===== src/rtl/data_select_pipe.sv =====
// rtl/data_select_pipe.sv - decoded switch-vector pipeline with memory-wait issue blocking
module data_select_pipe #(
    parameter int STAGES   = 3,
    parameter int MEM_WAIT = 2
) (
    input  logic                  clk,
    input  logic                  rst_n,
    input  logic                  op_valid,
    input  logic [15:0]           op,
    input  logic                  stall,
    input  logic                  flush,
    output logic                  op_ready,
    output logic [6*STAGES-1:0]   stage_sw,
    output logic [STAGES-1:0]     stage_valid,
    output logic [5:0]            out_sw,
    output logic                  out_valid
);

    // A load/store only blocks issue when the memory needs wait cycles at all.
    localparam bit         HAS_WAIT  = (MEM_WAIT > 0);
    // The counter holds "remaining blocked cycles minus one"; leaving WAIT happens on the zero edge.
    localparam logic [3:0] WAIT_LOAD = HAS_WAIT ? 4'(MEM_WAIT - 1) : 4'd0;

    typedef enum logic {
        ST_RUN  = 1'b0,
        ST_WAIT = 1'b1
    } state_t;

    state_t      r_state;
    state_t      w_state_next;
    logic [3:0]  r_wait_cnt;
    logic [3:0]  w_wait_cnt_next;

    logic [5:0]        r_sw [STAGES];
    logic [STAGES-1:0] r_valid;

    logic       w_accept;
    logic       w_is_mem;
    logic [5:0] w_dec_sw;

    // Switch settings for each instruction class; bit0 is switch 1.
    function automatic logic [5:0] f_decode(input logic [15:0] i_op);
        logic [5:0] v_sw;
        v_sw = 6'b000000;
        case (i_op[15:14])
            2'b11:   v_sw = (i_op[7:4] == 4'b1100) ? 6'b011000 : 6'b000000;
            2'b10:   v_sw = (i_op[13:11] <= 3'b010) ? 6'b000100 : 6'b000111;
            2'b00:   v_sw = 6'b010100;
            default: v_sw = 6'b100100;
        endcase
        return v_sw;
    endfunction

    assign w_dec_sw = f_decode(op);
    assign w_accept = op_valid & op_ready;
    assign w_is_mem = ~op[15];

    // FSM state register and wait counter; stall freezes both.
    always_ff @(posedge clk or negedge rst_n) begin
        if (!rst_n) begin
            r_state    <= ST_RUN;
            r_wait_cnt <= 4'd0;
        end else begin
            r_state    <= w_state_next;
            r_wait_cnt <= w_wait_cnt_next;
        end
    end

    // Next-state logic: flush wins, stall holds, load/store accepts open the wait window.
    always_comb begin
        w_state_next    = r_state;
        w_wait_cnt_next = r_wait_cnt;
        if (flush) begin
            w_state_next    = ST_RUN;
            w_wait_cnt_next = 4'd0;
        end else if (!stall) begin
            case (r_state)
                ST_RUN: begin
                    if (w_accept && w_is_mem && HAS_WAIT) begin
                        w_state_next    = ST_WAIT;
                        w_wait_cnt_next = WAIT_LOAD;
                    end
                end
                ST_WAIT: begin
                    if (r_wait_cnt == 4'd0) begin
                        w_state_next = ST_RUN;
                    end else begin
                        w_wait_cnt_next = r_wait_cnt - 4'd1;
                    end
                end
                default: begin
                    w_state_next    = ST_RUN;
                    w_wait_cnt_next = 4'd0;
                end
            endcase
        end
    end

    // Output logic: issue is open only in RUN and when the pipe is free to move; closed during reset.
    always_comb begin
        op_ready = rst_n && (r_state == ST_RUN) && !stall && !flush;
    end

    // Switch-vector pipeline: stage 0 takes the decoded op or a bubble, later stages shift.
    always_ff @(posedge clk or negedge rst_n) begin
        if (!rst_n) begin
            for (int i = 0; i < STAGES; i++) begin
                r_sw[i] <= 6'b000000;
            end
            r_valid <= '0;
        end else if (flush) begin
            for (int i = 0; i < STAGES; i++) begin
                r_sw[i] <= 6'b000000;
            end
            r_valid <= '0;
        end else if (!stall) begin
            r_sw[0]    <= w_accept ? w_dec_sw : 6'b000000;
            r_valid[0] <= w_accept;
            for (int i = 1; i < STAGES; i++) begin
                r_sw[i]    <= r_sw[i-1];
                r_valid[i] <= r_valid[i-1];
            end
        end
    end

    // Flatten stage registers onto the observation ports; the output is masked so bubbles read zero.
    always_comb begin
        stage_sw = '0;
        for (int i = 0; i < STAGES; i++) begin
            stage_sw[6*i +: 6] = r_sw[i];
        end
        stage_valid = r_valid;
        out_valid   = r_valid[STAGES-1];
        out_sw      = r_sw[STAGES-1] & {6{r_valid[STAGES-1]}};
    end

endmodule


===== config.mk =====
export PLATFORM = sky130hd
export DESIGN_NAME = data_select_pipe
export DESIGN_NICKNAME = d
export VERILOG_FILES = /design/src/rtl/data_select_pipe.sv
export SDC_FILE = /design/constraint.sdc
export NUM_CORES = 1
export LEC_CHECK = 0
export BUFFER_PORTS_ARGS = -buffer_cell sky130_fd_sc_hd__buf_2
export CORE_MARGIN = 5
export CORE_UTILIZATION = 49
export DETAILED_ROUTE_END_ITERATION = 12
export PLACE_DENSITY = 0.79
export SETUP_SLACK_MARGIN = 0.15
export SLEW_MARGIN = 0
export SYNTH_ARGS = -nofsm -noshare
export SYNTH_HDL_FRONTEND = slang
export SYNTH_SLANG_ARGS = --single-unit
export TNS_END_PERCENT = 20

===== constraint.sdc =====
create_clock -name clk -period 3.6 [get_ports clk]
set_input_delay 0.36 -clock clk [delete_from_list [all_inputs] [get_ports clk]]
set_output_delay 0.36 -clock clk [all_outputs]
set_load 0.005 [all_outputs]

After elaboration in Yosys (flattened, before gate mapping):

Index checks and enable logic that the tools add are counted.
W data, S select, Z words.

* register bits: 26
* bits in latches: 0
* RAM bits: 0
* ROM bits: 0
* bits of input ports: 21
* output and inout bits: 29
* word-level logic and storage cells: 45
* memories kept: 0

* add/subtract/negate cells: 1
* multipliers: 0
* div/mod/pow operators: 0
* $lt $le $gt $ge: 1
* eq/ne operators: 6
* shifts and indexed selects: 0
* mux-type cells: 18
* bitwise operators: 4
* reduce and logical (&&, ||, !) cells: 9

Operators with widths (count)
* $mux W18: 2
* $pmux W6 S3: 1
* $mux W4: 4
* $pmux W4 S2: 1
* $and A6 B6 Y6: 1
* $mux W3: 2
* $mux W6: 1
* $ne A3 B3 Y1 const B: 2
* $mux W5: 1
* $eq A2 B2 Y1 const B: 2
* $eq A4 B4 Y1 const B: 1
* $logic_and A1 B1 Y1: 4
* $logic_not A4 Y1: 1
* $mux W1: 4
* $sub A4 B1 Y4 const B: 1
* $le A3 B2 Y1 const B: 1
* $reduce_and A3 Y1: 1
* $logic_not A1 Y1: 2
* $logic_not A2 Y1: 1
* $mux W2: 1
* $ne A2 B1 Y1 const B: 1
* $not A1 Y1: 2
* $pmux W1 S2: 1
* $and A1 B1 Y1: 1

Logic depth before layout (Yosys ltp):

Gate-level depths: netlist (run 1).

* depth in word-level cells: 10
* mapped depth: 6
* mapped depth without buffers: 6

Least setup slack after synthesis (run 1):

Ideal clock, no wire load.

* path type: input port to flip-flop
* from: input flush
* to: register r_wait_cnt[3]
* setup time: 0.123 ns
* data arrival time: 1.342 ns
* slack: 2.135 ns
* stages: 5
* cell sequence: buf_6 -> nor4b_4 -> o2bb2ai_2 -> mux2i_1 -> a21oi_1

* longest elaborated chain between the ends: 6
* elaborated cells on any way between the ends: 9
* those cells by class: eq/ne (3); mux (1); bitwise (1); reduce/logical (4)

RTL lines
* start: declaration: RTL line 11 `input logic flush,`
* $logic_not A1 Y1: RTL line 101 `op_ready = rst_n && (r_state == ST_RUN) && !stall && !flush;`
* $logic_and A1 B1 Y1: RTL line 101
* net op_ready: RTL line 12 `output logic op_ready,`
* $and A1 B1 Y1: RTL line 55 `assign w_accept = op_valid & op_ready;`
* $logic_and A1 B1 Y1: RTL line 79 `if (w_accept && w_is_mem && HAS_WAIT) begin`
* $ne A3 B3 Y1 (no source line)
* $reduce_and A3 Y1 (no source line)
* end signal: assignment: RTL line 65 `r_wait_cnt <= w_wait_cnt_next;`
* end: declaration: RTL line 31 `logic [3:0] r_wait_cnt;`

The timed path passes the listed nets, and every way through them passes these cells.
A chain may end at the register's enable or synchronous reset.

Worst setup path in the final report (run 1):

* from: input rst_n
* to: output op_ready

* longest elaborated chain between the ends: 3

RTL lines
* start: declaration: RTL line 7 `input logic rst_n,`
* $logic_and A1 B1 Y1 (3 in a row): RTL line 101
* end: declaration: RTL line 12

No other way between the ends.

==> reports/results.md, run 1 <==
## Layout
* share of layout cells above drive strength 1: 0.355
* non-filler instance count after layout: 169
* synthesis-to-finish area growth: 17.9%
* fill cell total of the finished layout: 203
* most common cell after layout, fill and taps aside: sky130_fd_sc_hd__buf_2
* post-route design area: 0.00134 mm2
* highest-count cells in the layout ignoring fill and taps: 42 x sky130_fd_sc_hd__buf_2, 23 x sky130_fd_sc_hd__dfrtp_1, 14 x sky130_fd_sc_hd__mux2i_1
* area taken by flip-flops and latches: 576 um2
* antenna cell count: 0
* multi-input logic area: 478 um2
* Final nets: 164

## Global routing
* antenna violations before repair: 0
* maximum number of pins on one net before global-route repair: 25
* via count of the first global-routing pass: 893
* total gr overflow: 0
* first-pass GRT wire length: 4.02 mm
* global router's overall resource usage: 0.154

## Critical path
* dominant cell type by count on the critical path: sky130_fd_sc_hd__buf_2
* critical path's slowest cell: sky130_fd_sc_hd__nor4b_4
* ordered cell list for the critical path: buf_2 > nor4b_4 > buf_2
* worst-case reg-to-reg path depth: 6
* endpoint arrival time on the critical path: 1450 ps
* Setup crit end kind: output port
* CP peak stage delay: 470 ps
* CP Launch Type: primary input
* Largest delay share family, worst path: buffers and inverters
* worst r2r src: r_wait_cnt[0]$_DFFE_PN0P_
* Crit Path Class: primary input to output port
* largest fanout of any net on the critical path: 24
* Worst Path Required: 3240 ps
* slack of the worst reg-to-reg path: 2020 ps
* worst path bufs/invs: 2
* worst reg2reg path endpoint: r_wait_cnt[3]$_DFFE_PN0P_

## Timing
* final period utilization: 0.503
* setup repair after global routing missed its margin: false
* highest clock rate: 0.552 GHz
* post-layout minimum cycle time: 1810 ps
* number of pins exceeding their max-slew limit in the final report: 0
* Layout Skew: 5.39 ps
* Post-Route Setup TNS: 0 ps
* worst-case headroom to the max-slew limit: 0.656
* Final Hold Slack: -3.93 ps
* total setup violations reported at the end of the flow: 0
* worst-margin pin slew: 517 ps
* count of final hold-check violations: 17

## Synthesis
* Distinct cells, synth: 28
* Mapped Nets: 126
* synthesis-stage register bit count: 23
* Synth area leaders: sky130_fd_sc_hd__dfrtp_1 51%, sky130_fd_sc_hd__mux2i_1 12%, sky130_fd_sc_hd__nor2_1 4.3%
* cell accounting for the most synthesized area: sky130_fd_sc_hd__dfrtp_1
* proportion of netlist area held by the largest area contributor: 0.506
* post-synthesis sequential area ratio: 0.506
* Syn. warnings: 0
* mapped cell area: 0.00114 mm2
* Post-Syn Instances: 104
* average instance area after synthesis: 10.9 um2

## Min path
* kind of path behind the tightest hold check: primary input to asynchronous set/reset pin

## Clock network
* Root Buffer Master: sky130_fd_sc_hd__clkbuf_4
* TritonCTS clock tree: built
* number of clock sinks seen by CTS: 23
* Post-CTS Setup Inserts: 0
* Worst-path clk slew: 130 ps
* number of gates given a new drive strength after cts: 0
* Post-CTS Hold Buffers: 0
* number of buffers created by CTS: 3
* worst-skew pair later-pin latency: 320 ps
* maximum clock insertion buffer count: 2
* H-tree depth: 1

## Die
* height of the die: 58.2 um
* Die W: 58.2 um
* Total Die Area: 0.00338 mm2
* Cell Rows: 17
* initial cell density of the core: 0.514
* Core ar.: 0.00221 mm2
* I/O pin total: 50

## Power
* Leakage Power: 0.000741 uW
* peak supply drop: 0.154 mV
* Power Density: 315 mW/mm2

## Placement
* detailed-placement wirelength estimate: 1.77 mm
* cell total after placement: 165
* Routability Congestion: 0.820
* cell area after placement: 0.00131 mm2
* Buffers on Ports: 42

## Route
* detailed-route wire length: 2.37 mm
* detailed-route vias per instance: 5.30
* vias after detailed routing: 895
* final routed wire length divided by cell count: 14.0 um
* count of antenna-violating nets left after detailed routing: 0
* first-pass iteration count of the detailed router: 4
* post-route DRC violation count: 0
* count of routing violations after the opening detailed-route iteration: 8

## Run status
* run status: finished, violations left
* failing checks: hold timing

## Job
* number of max-capacitance violations reported: 0

[through the flow]
| step | hold slack, ps | power, uW | utilization | setup slack, ps |
|---|---|---|---|---|
| 3_3_place_gp | 363 | 306 | 0.594 | 1700 |
| 4_1_cts | 8.73 | 426 | 0.606 | 1760 |
| 5_1_grt | 39.1 | 440 | 0.606 | 1620 |
| 6_report | -3.93 | 423 | 0.606 | 1790 |
| 3_5_place_dp | 362 | 307 | 0.594 | 1680 |
| 2_1_floorplan | 64.4 | 290 | - | 2140 |
[state kept, by name, summed over array words and instances, names as in the netlist]
signal,cells
stage_sw,15
r_wait_cnt,4
r_state,1
stage_valid,3
[report_power, final]
| part | leakage (uW) | switching [uW] | internal (uW) | total (uW) |
|---|---|---|---|---|
| clock network | 0.0000177 | 80.1 | 41.6 | 122 |
| registers | 0.000320 | 2.36 | 261 | 263 |
| logic | 0.000403 | 23.1 | 15.0 | 38.1 |
[worst reg2reg max path: stages (launching register included)]
cell and delay [ps]:
sky130_fd_sc_hd__dfrtp_1 400, sky130_fd_sc_hd__inv_1 110, sky130_fd_sc_hd__ha_1 210, sky130_fd_sc_hd__nor3b_1 350, sky130_fd_sc_hd__o2bb2ai_2 160, sky130_fd_sc_hd__mux2i_1 160, sky130_fd_sc_hd__a21oi_1 80
[cell usage after synthesis, drive strengths merged]
| cell type | number |
|---|---|
| a211oi | 1 |
| a21oi | 4 |
| a32o | 3 |
| and2 | 5 |
| buf | 8 |
| clkbuf | 1 |
| dfrtp | 23 |
| ha | 1 |
| inv | 4 |
| mux2i | 14 |
| nand2 | 8 |
| nand2b | 1 |
| nand3 | 1 |
| nor2 | 13 |
| nor2b | 4 |
| nor3 | 1 |
| nor3b | 2 |
| nor4b | 1 |
| nor4bb | 1 |
| o211ai | 1 |
| o21ai | 3 |
| o2bb2ai | 1 |
| o41ai | 1 |
| or3 | 1 |
| or4 | 1 |
[cells by family after synthesis]
family                   share of synthesized area
AND/OR/NAND/NOR                              0.188
flip-flops                                   0.506
AO/OA/AOI/OAI                               0.0979
multiplexers                                 0.123
buffers and inverters                       0.0737
adder cells (fa/ha/maj)                     0.0110
[worst max path at each step]
stage | from | end | slack (ps) | cells after the start
floorplan | flush | r_wait_cnt[3]$_DFFE_PN0P_ | 2140 | 5
global placement | rst_n | r_wait_cnt[3]$_DFFE_PN0P_ | 1700 | 5
detailed placement | rst_n | r_wait_cnt[3]$_DFFE_PN0P_ | 1680 | 5
CTS | rst_n | op_ready | 1760 | 3
global route | rst_n | op_ready | 1620 | 3
finish | rst_n | op_ready | 1790 | 3
[layer usage]
layer  up-vias  GRT usage  share of wire
met4         0     0.0762          0.016
met1       424      0.185           0.42
li1        431          -              -
met5         -          0              0
met3         6     0.0356          0.071
met2        34      0.260           0.49
[layout make-up]
class,count,area share
repair buffers,42,0.157
clock inverters,1,0.00373
multi-input cells,68,0.356
well taps,28,0.0261
flip-flops and latches,23,0.429
inverters,4,0.0112
clock buffers,3,0.0168
(Power assumes the default switching activity.)
==> inputs of run 2 (changes only) <==
Settings changed: CORE_UTILIZATION 49 to 46, PLACE_DENSITY 0.79 to 0.75.
Clock period 3.6 ns to 1.7 ns, I/O delays scaled along.
==> reports/results.md, run 2 (synthesis gave the netlist of run 1 again) <==
## Run status
* run status: finished clean, was finished, violations left

## Die
* I/O pin total: 50, unchanged
* Die W: 59.7 um, was 58.2 um
* Total Die Area: 0.00357 mm2, was 0.00338 mm2
* height of the die: 59.7 um, was 58.2 um
* Cell Rows: 18, was 17
* Core ar.: 0.00241 mm2, was 0.00221 mm2
* initial cell density of the core: 0.472, was 0.514

## Route
* final routed wire length divided by cell count: 14.6 um, was 14.0 um
* post-route DRC violation count: 0, unchanged
* vias after detailed routing: 944, was 895
* detailed-route vias per instance: 5.24, was 5.30
* first-pass iteration count of the detailed router: 4, unchanged
* count of routing violations after the opening detailed-route iteration: 35, was 8
* count of antenna-violating nets left after detailed routing: 0, unchanged
* detailed-route wire length: 2.63 mm, was 2.37 mm

## Timing
* setup repair after global routing missed its margin: true, was false
* count of final hold-check violations: 0, was 17
* Post-Route Setup TNS: 0 ps, unchanged
* total setup violations reported at the end of the flow: 0, unchanged
* highest clock rate: 0.676 GHz
* Layout Skew: 0.860 ps, was 5.39 ps
* final period utilization: 0.871
* number of pins exceeding their max-slew limit in the final report: 0, unchanged
* worst-margin pin slew: 414 ps, was 517 ps
* Final Hold Slack: 92.1 ps, was -3.93 ps
* worst-case headroom to the max-slew limit: 0.723, was 0.656
* post-layout minimum cycle time: 1480 ps

## Min path
* kind of path behind the tightest hold check: primary input to flip-flop, was primary input to asynchronous set/reset pin

## Power
* Comb pwr share: 0.107, was 0.090
* sequential share of power: 0.615, was 0.622
* internal power contribution: 687 uW, was 317 uW
* Power Density: 630 mW/mm2, was 315 mW/mm2
* power dissipated by switching net loads: 220 uW, was 106 uW
* net switching fraction of the power: 0.242, was 0.250
* Clock Power Share: 0.278, was 0.288
* peak supply drop: 0.457 mV, was 0.154 mV
* Leakage Power: 0.000787 uW, was 0.000741 uW

## Critical path
* Worst Path Required: 1530 ps, was 3240 ps
* CP Launch Type: primary input, unchanged
* largest fanout of any net on the critical path: 3, was 24
* Setup crit end kind: output port, unchanged
* Crit Path Class: primary input to output port, unchanged
* dominant cell type by count on the critical path: sky130_fd_sc_hd__buf_2, unchanged
* ordered cell list for the critical path: dlygate4sd3_1 > buf_2 > nor4b_4 > buf_4 > buf_2, was buf_2 > nor4b_4 > buf_2
* endpoint arrival time on the critical path: 1310 ps, was 1450 ps
* critical path's slowest cell: sky130_fd_sc_hd__dlygate4sd3_1, was sky130_fd_sc_hd__nor4b_4
* CP peak stage delay: 510 ps, was 470 ps

## Global routing
* met3 Use GR: 0.0302, was 0.0356
* via count of the first global-routing pass: 869, was 893
* maximum number of pins on one net before global-route repair: 24, was 25
* met1 Track Usage GR: 0.215, was 0.185
* antenna violations before repair: 0, unchanged
* total gr overflow: 0, unchanged
* first-pass GRT wire length: 4.06 mm, was 4.02 mm
* grt met2 use: 0.227, was 0.260
* global router's overall resource usage: 0.150, was 0.154
* busiest layer in global routing: met2, unchanged

## Layout
* highest-count cells in the layout ignoring fill and taps: 42 x sky130_fd_sc_hd__buf_2, 22 x sky130_fd_sc_hd__dfrtp_1, 14 x sky130_fd_sc_hd__mux2i_1, was 42 x sky130_fd_sc_hd__buf_2, 23 x sky130_fd_sc_hd__dfrtp_1, 14 x sky130_fd_sc_hd__mux2i_1
* share of layout cells above drive strength 1: 0.407, was 0.355
* antenna cell count: 0, unchanged
* final cell utilization of the core: 0.597, was 0.606
* most common cell after layout, fill and taps aside: sky130_fd_sc_hd__buf_2, unchanged
* number of flip-flops under the largest register name: 15, unchanged
* Final nets: 173, was 164
* fill cell total of the finished layout: 205, was 203
* synthesis-to-finish area growth: 26.5%, was 17.9%
* non-filler instance count after layout: 180, was 169

## Placement
* Buffers on Ports: 42, unchanged
* Routability Congestion: 0.759, was 0.820
* detailed-placement wirelength estimate: 1.92 mm, was 1.77 mm
* cell total after placement: 171, was 165

## Clock network
* TritonCTS clock tree: built, unchanged
* Root Buffer Master: sky130_fd_sc_hd__clkbuf_4, unchanged
* number of clock sinks seen by CTS: 23, unchanged
* maximum clock insertion buffer count: 2, unchanged
* number of buffers created by CTS: 3, unchanged
* H-tree depth: 1, unchanged
* Worst-path clk slew: 120 ps, was 130 ps
* worst-skew pair later-pin latency: 310 ps, was 320 ps

## Job
* number of max-capacitance violations reported: 0, unchanged

## run 2: cell types whose count changed in the layout (fill, tap and decap cells not counted), sizes merged
cell and delta:
buf +8, clkbuf +1, clkinv -1, dlygate4sd3 +1
## run 2: power by group through the flow
stage	clock network (uW)	registers [uW]	logic, uW
after floorplan	0	567	46.4
after global placement	0	568	87.1
after detailed placement	0	568	89.3
after CTS	256	557	93.0
after global routing	288	559	107
final	252	557	97.2
## run 2: worst max-delay path, delay by kind of cell
kind          cells  cell delay (ps)
simple gates      1              230
buf+inv           4              900
## run 2: final cells by class
cell class | instances | area [um2] | share of cell area
tap | 30 | 37.5 | 0.0261
multi-input combinational | 68 | 503 | 0.350
clock buffer | 4 | 26.3 | 0.0183
inverter | 4 | 15.0 | 0.0104
sequential | 23 | 577 | 0.401
timing repair buffer | 51 | 280 | 0.195
## run 2: path summary, 6_finish.rpt
check                      depth (start not counted)  slack [ps]                 startpoint                         to
setup reg to reg                                   5         260  r_wait_cnt[0]$_DFFE_PN0P_  r_wait_cnt[3]$_DFFE_PN0P_
min in group asynchronous                          3         380                      rst_n        r_state$_DFFE_PN0P_
hold / removal                                     2          90                     op[14]    stage_sw[1]$_DFFE_PN0P_
max in group asynchronous                          3        1080                      rst_n        r_state$_DFFE_PN0P_
hold reg to reg                                    2         520    stage_sw[3]$_DFFE_PN0P_    stage_sw[3]$_DFFE_PN0P_
setup / recovery                                   5         220                      rst_n                   op_ready
## run 2: stage by stage
| step | power (uW) | instance area, um2 | setup slack (ps) |
|---|---|---|---|
| 4_1_cts | 906 | 1400 | 168 |
| 5_1_grt | 954 | 1440 | 144 |
| 6_report | 907 | 1440 | 220 |
| 3_5_place_dp | 658 | 1350 | 234 |
| 2_1_floorplan | 614 | 1140 | 332 |
| 3_3_place_gp | 655 | 1350 | 293 |
## run 2: per-layer routing
layer,vias up,share of wire
met5,-,0
met4,0,0.0080
met3,4,0.065
met2,33,0.48
met1,455,0.44
li1,452,-
## run 2: timing repair
action                                  in CTS  in global routing
endpoints found under the setup margin       1                  5
resized for setup                            1                  4
hold buffers                                 1                  0
pin swaps                                    1                  2
endpoints found under the hold margin       23                  0
buffers inserted                             2                  2
==> inputs of run 3 (changes only) <==
Settings changed: CORE_UTILIZATION 46 to 45, PLACE_DENSITY 0.75 to 0.74, RECOVER_POWER set to 100.
==> reports/results.md, run 3 (synthesis gave the netlist of run 1 again) <==
## Run status
* run status: finished clean, unchanged

## Clock network
* maximum clock insertion buffer count: 2, unchanged
* worst-skew pair later-pin latency: 320 ps, was 310 ps
* TritonCTS clock tree: built, unchanged
* Root Buffer Master: sky130_fd_sc_hd__clkbuf_4, unchanged
* Worst-path clk slew: 120 ps, about the same
* H-tree depth: 1, unchanged
* number of buffers created by CTS: 3, unchanged
* number of clock sinks seen by CTS: 23, unchanged

## Route
* detailed-route vias per instance: 5.11, was 5.24
* vias after detailed routing: 905, was 944
* detailed-route wire length: 2.42 mm, was 2.63 mm
* post-route DRC violation count: 0, unchanged
* final routed wire length divided by cell count: 13.7 um, was 14.6 um
* count of antenna-violating nets left after detailed routing: 0, unchanged
* count of routing violations after the opening detailed-route iteration: 25, was 35
* first-pass iteration count of the detailed router: 4, unchanged

## Placement
* detailed-placement wirelength estimate: 1.86 mm, was 1.92 mm
* post-place setup slack: 180 ps, was 234 ps
* Routability Congestion: 0.740, was 0.759
* Buffers on Ports: 42, unchanged

## Layout
* area taken by flip-flops and latches: 577 um2, unchanged
* antenna cell count: 0, unchanged
* number of flip-flops under the largest register name: 15, unchanged
* synthesis-to-finish area growth: 19.5%, was 26.5%
* share of layout cells above drive strength 1: 0.259, was 0.407
* Final nets: 170, was 173
* most common cell after layout, fill and taps aside: sky130_fd_sc_hd__buf_2, unchanged
* highest-count cells in the layout ignoring fill and taps: 26 x sky130_fd_sc_hd__buf_2, 22 x sky130_fd_sc_hd__dfrtp_1, 16 x sky130_fd_sc_hd__clkbuf_1, was 42 x sky130_fd_sc_hd__buf_2, 22 x sky130_fd_sc_hd__dfrtp_1, 14 x sky130_fd_sc_hd__mux2i_1
* multi-input logic area: 470 um2, was 503 um2
* fill cell total of the finished layout: 244, was 205

## Die
* Total Die Area: 0.00363 mm2, was 0.00357 mm2
* height of the die: 60.3 um, was 59.7 um
* Core ar.: 0.00245 mm2, was 0.00241 mm2
* I/O pin total: 50, unchanged
* Cell Rows: 18, unchanged
* initial cell density of the core: 0.463, was 0.472
* Die W: 60.3 um, was 59.7 um

## Global routing
* total gr overflow: 0, unchanged
* first-pass GRT wire length: 3.90 mm, was 4.06 mm
* global router's overall resource usage: 0.143, was 0.150
* antenna violations before repair: 0, unchanged
* via count of the first global-routing pass: 858, was 869
* maximum number of pins on one net before global-route repair: 24, unchanged

## Job
* number of max-capacitance violations reported: 0, unchanged

## Timing
* final period utilization: 0.874, was 0.871
* highest clock rate: 0.673 GHz, was 0.676 GHz
* worst-margin pin slew: 561 ps, was 414 ps
* setup repair after global routing missed its margin: true, unchanged
* total setup violations reported at the end of the flow: 0, unchanged
* Layout Skew: 2.91 ps, was 0.860 ps
* Post-Route Setup TNS: 0 ps, unchanged
* number of pins exceeding their max-slew limit in the final report: 0, unchanged
* post-layout minimum cycle time: 1480 ps, about the same
* count of final hold-check violations: 0, unchanged
* worst setup slack after layout: 215 ps, was 220 ps
* worst-case headroom to the max-slew limit: 0.626, was 0.723

## Critical path
* Setup crit end kind: flip-flop, was output port
* CP Launch Type: flip-flop, was primary input
* endpoint arrival time on the critical path: 1700 ps, was 1310 ps
* Crit Path Class: flip-flop to flip-flop, was primary input to output port
* Worst Path Required: 1910 ps, was 1530 ps
* largest fanout of any net on the critical path: 3, unchanged

## Min path
* kind of path behind the tightest hold check: primary input to flip-flop, unchanged

## Power
* Leakage Power: 0.000689 uW, was 0.000787 uW
* peak supply drop: 0.424 mV, was 0.457 mV
* post-layout power: 897 uW, was 907 uW
* Power Density: 660 mW/mm2, was 630 mW/mm2

## run 3: repair_timing
action	in CTS	in global routing
hold buffers	1	0
setup endpoints to repair	1	3
hold endpoints to repair	23	0
pin swaps	1	2
setup buffers	2	0
resized for setup	1	1
## run 3: layout make-up
type	instances	share of cell area
Multi-Input combinational cell	68	0.346
Timing Repair Buffer	48	0.170
Inverter	4	0.0110
Clock buffer	3	0.0166
Sequential cell	23	0.424
Clock inverter	1	0.00368
Tap cell	30	0.0276
## run 3: where the power goes
part           switching, uW  leakage [uW]  internal, uW
clock network            165     0.0000177          88.2
logic                   51.1      0.000353          36.0
registers               4.82      0.000318           552
total                    221      0.000689           677
## run 3: critical path, stage by stage, from the launching register on
cell and delay [ps]:
sky130_fd_sc_hd__dfrtp_1 400, sky130_fd_sc_hd__inv_1 110, sky130_fd_sc_hd__ha_1 190, sky130_fd_sc_hd__nor3b_1 290, sky130_fd_sc_hd__o2bb2ai_2 140, sky130_fd_sc_hd__mux2i_1 170, sky130_fd_sc_hd__a21oi_1 80
## run 3: metal layers
layer,GRT usage,part of all wire
met1,0.186,0.42
met2,0.235,0.49
met4,0.0570,0.019
met3,0.0238,0.065
met5,0,0
## run 3: final timing paths
path	slack, ps	start	cells past startpoint	to
setup / recovery	220	r_wait_cnt[0]$_DFFE_PN0P_	6	r_wait_cnt[3]$_DFFE_PN0P_
hold / removal	70	op[14]	2	stage_sw[1]$_DFFE_PN0P_
setup reg to reg	220	r_wait_cnt[0]$_DFFE_PN0P_	6	r_wait_cnt[3]$_DFFE_PN0P_
hold reg to reg	520	stage_sw[3]$_DFFE_PN0P_	2	stage_sw[3]$_DFFE_PN0P_
max in group asynchronous	820	rst_n	3	r_state$_DFFE_PN0P_
min in group asynchronous	490	rst_n	3	r_state$_DFFE_PN0P_
## run 3: metrics by stage
| stage | instances | util | instance area (um2) | hold slack [ps] |
|---|---|---|---|---|
| floorplan | 104 | - | 1140 | -126 |
| global placement | 170 | 0.545 | 1340 | 177 |
| detailed placement | 170 | 0.545 | 1340 | 181 |
| CTS | 177 | 0.567 | 1390 | 78.5 |
| global route | 177 | 0.554 | 1360 | 44.8 |
| finish | 177 | 0.554 | 1360 | 73.8 |
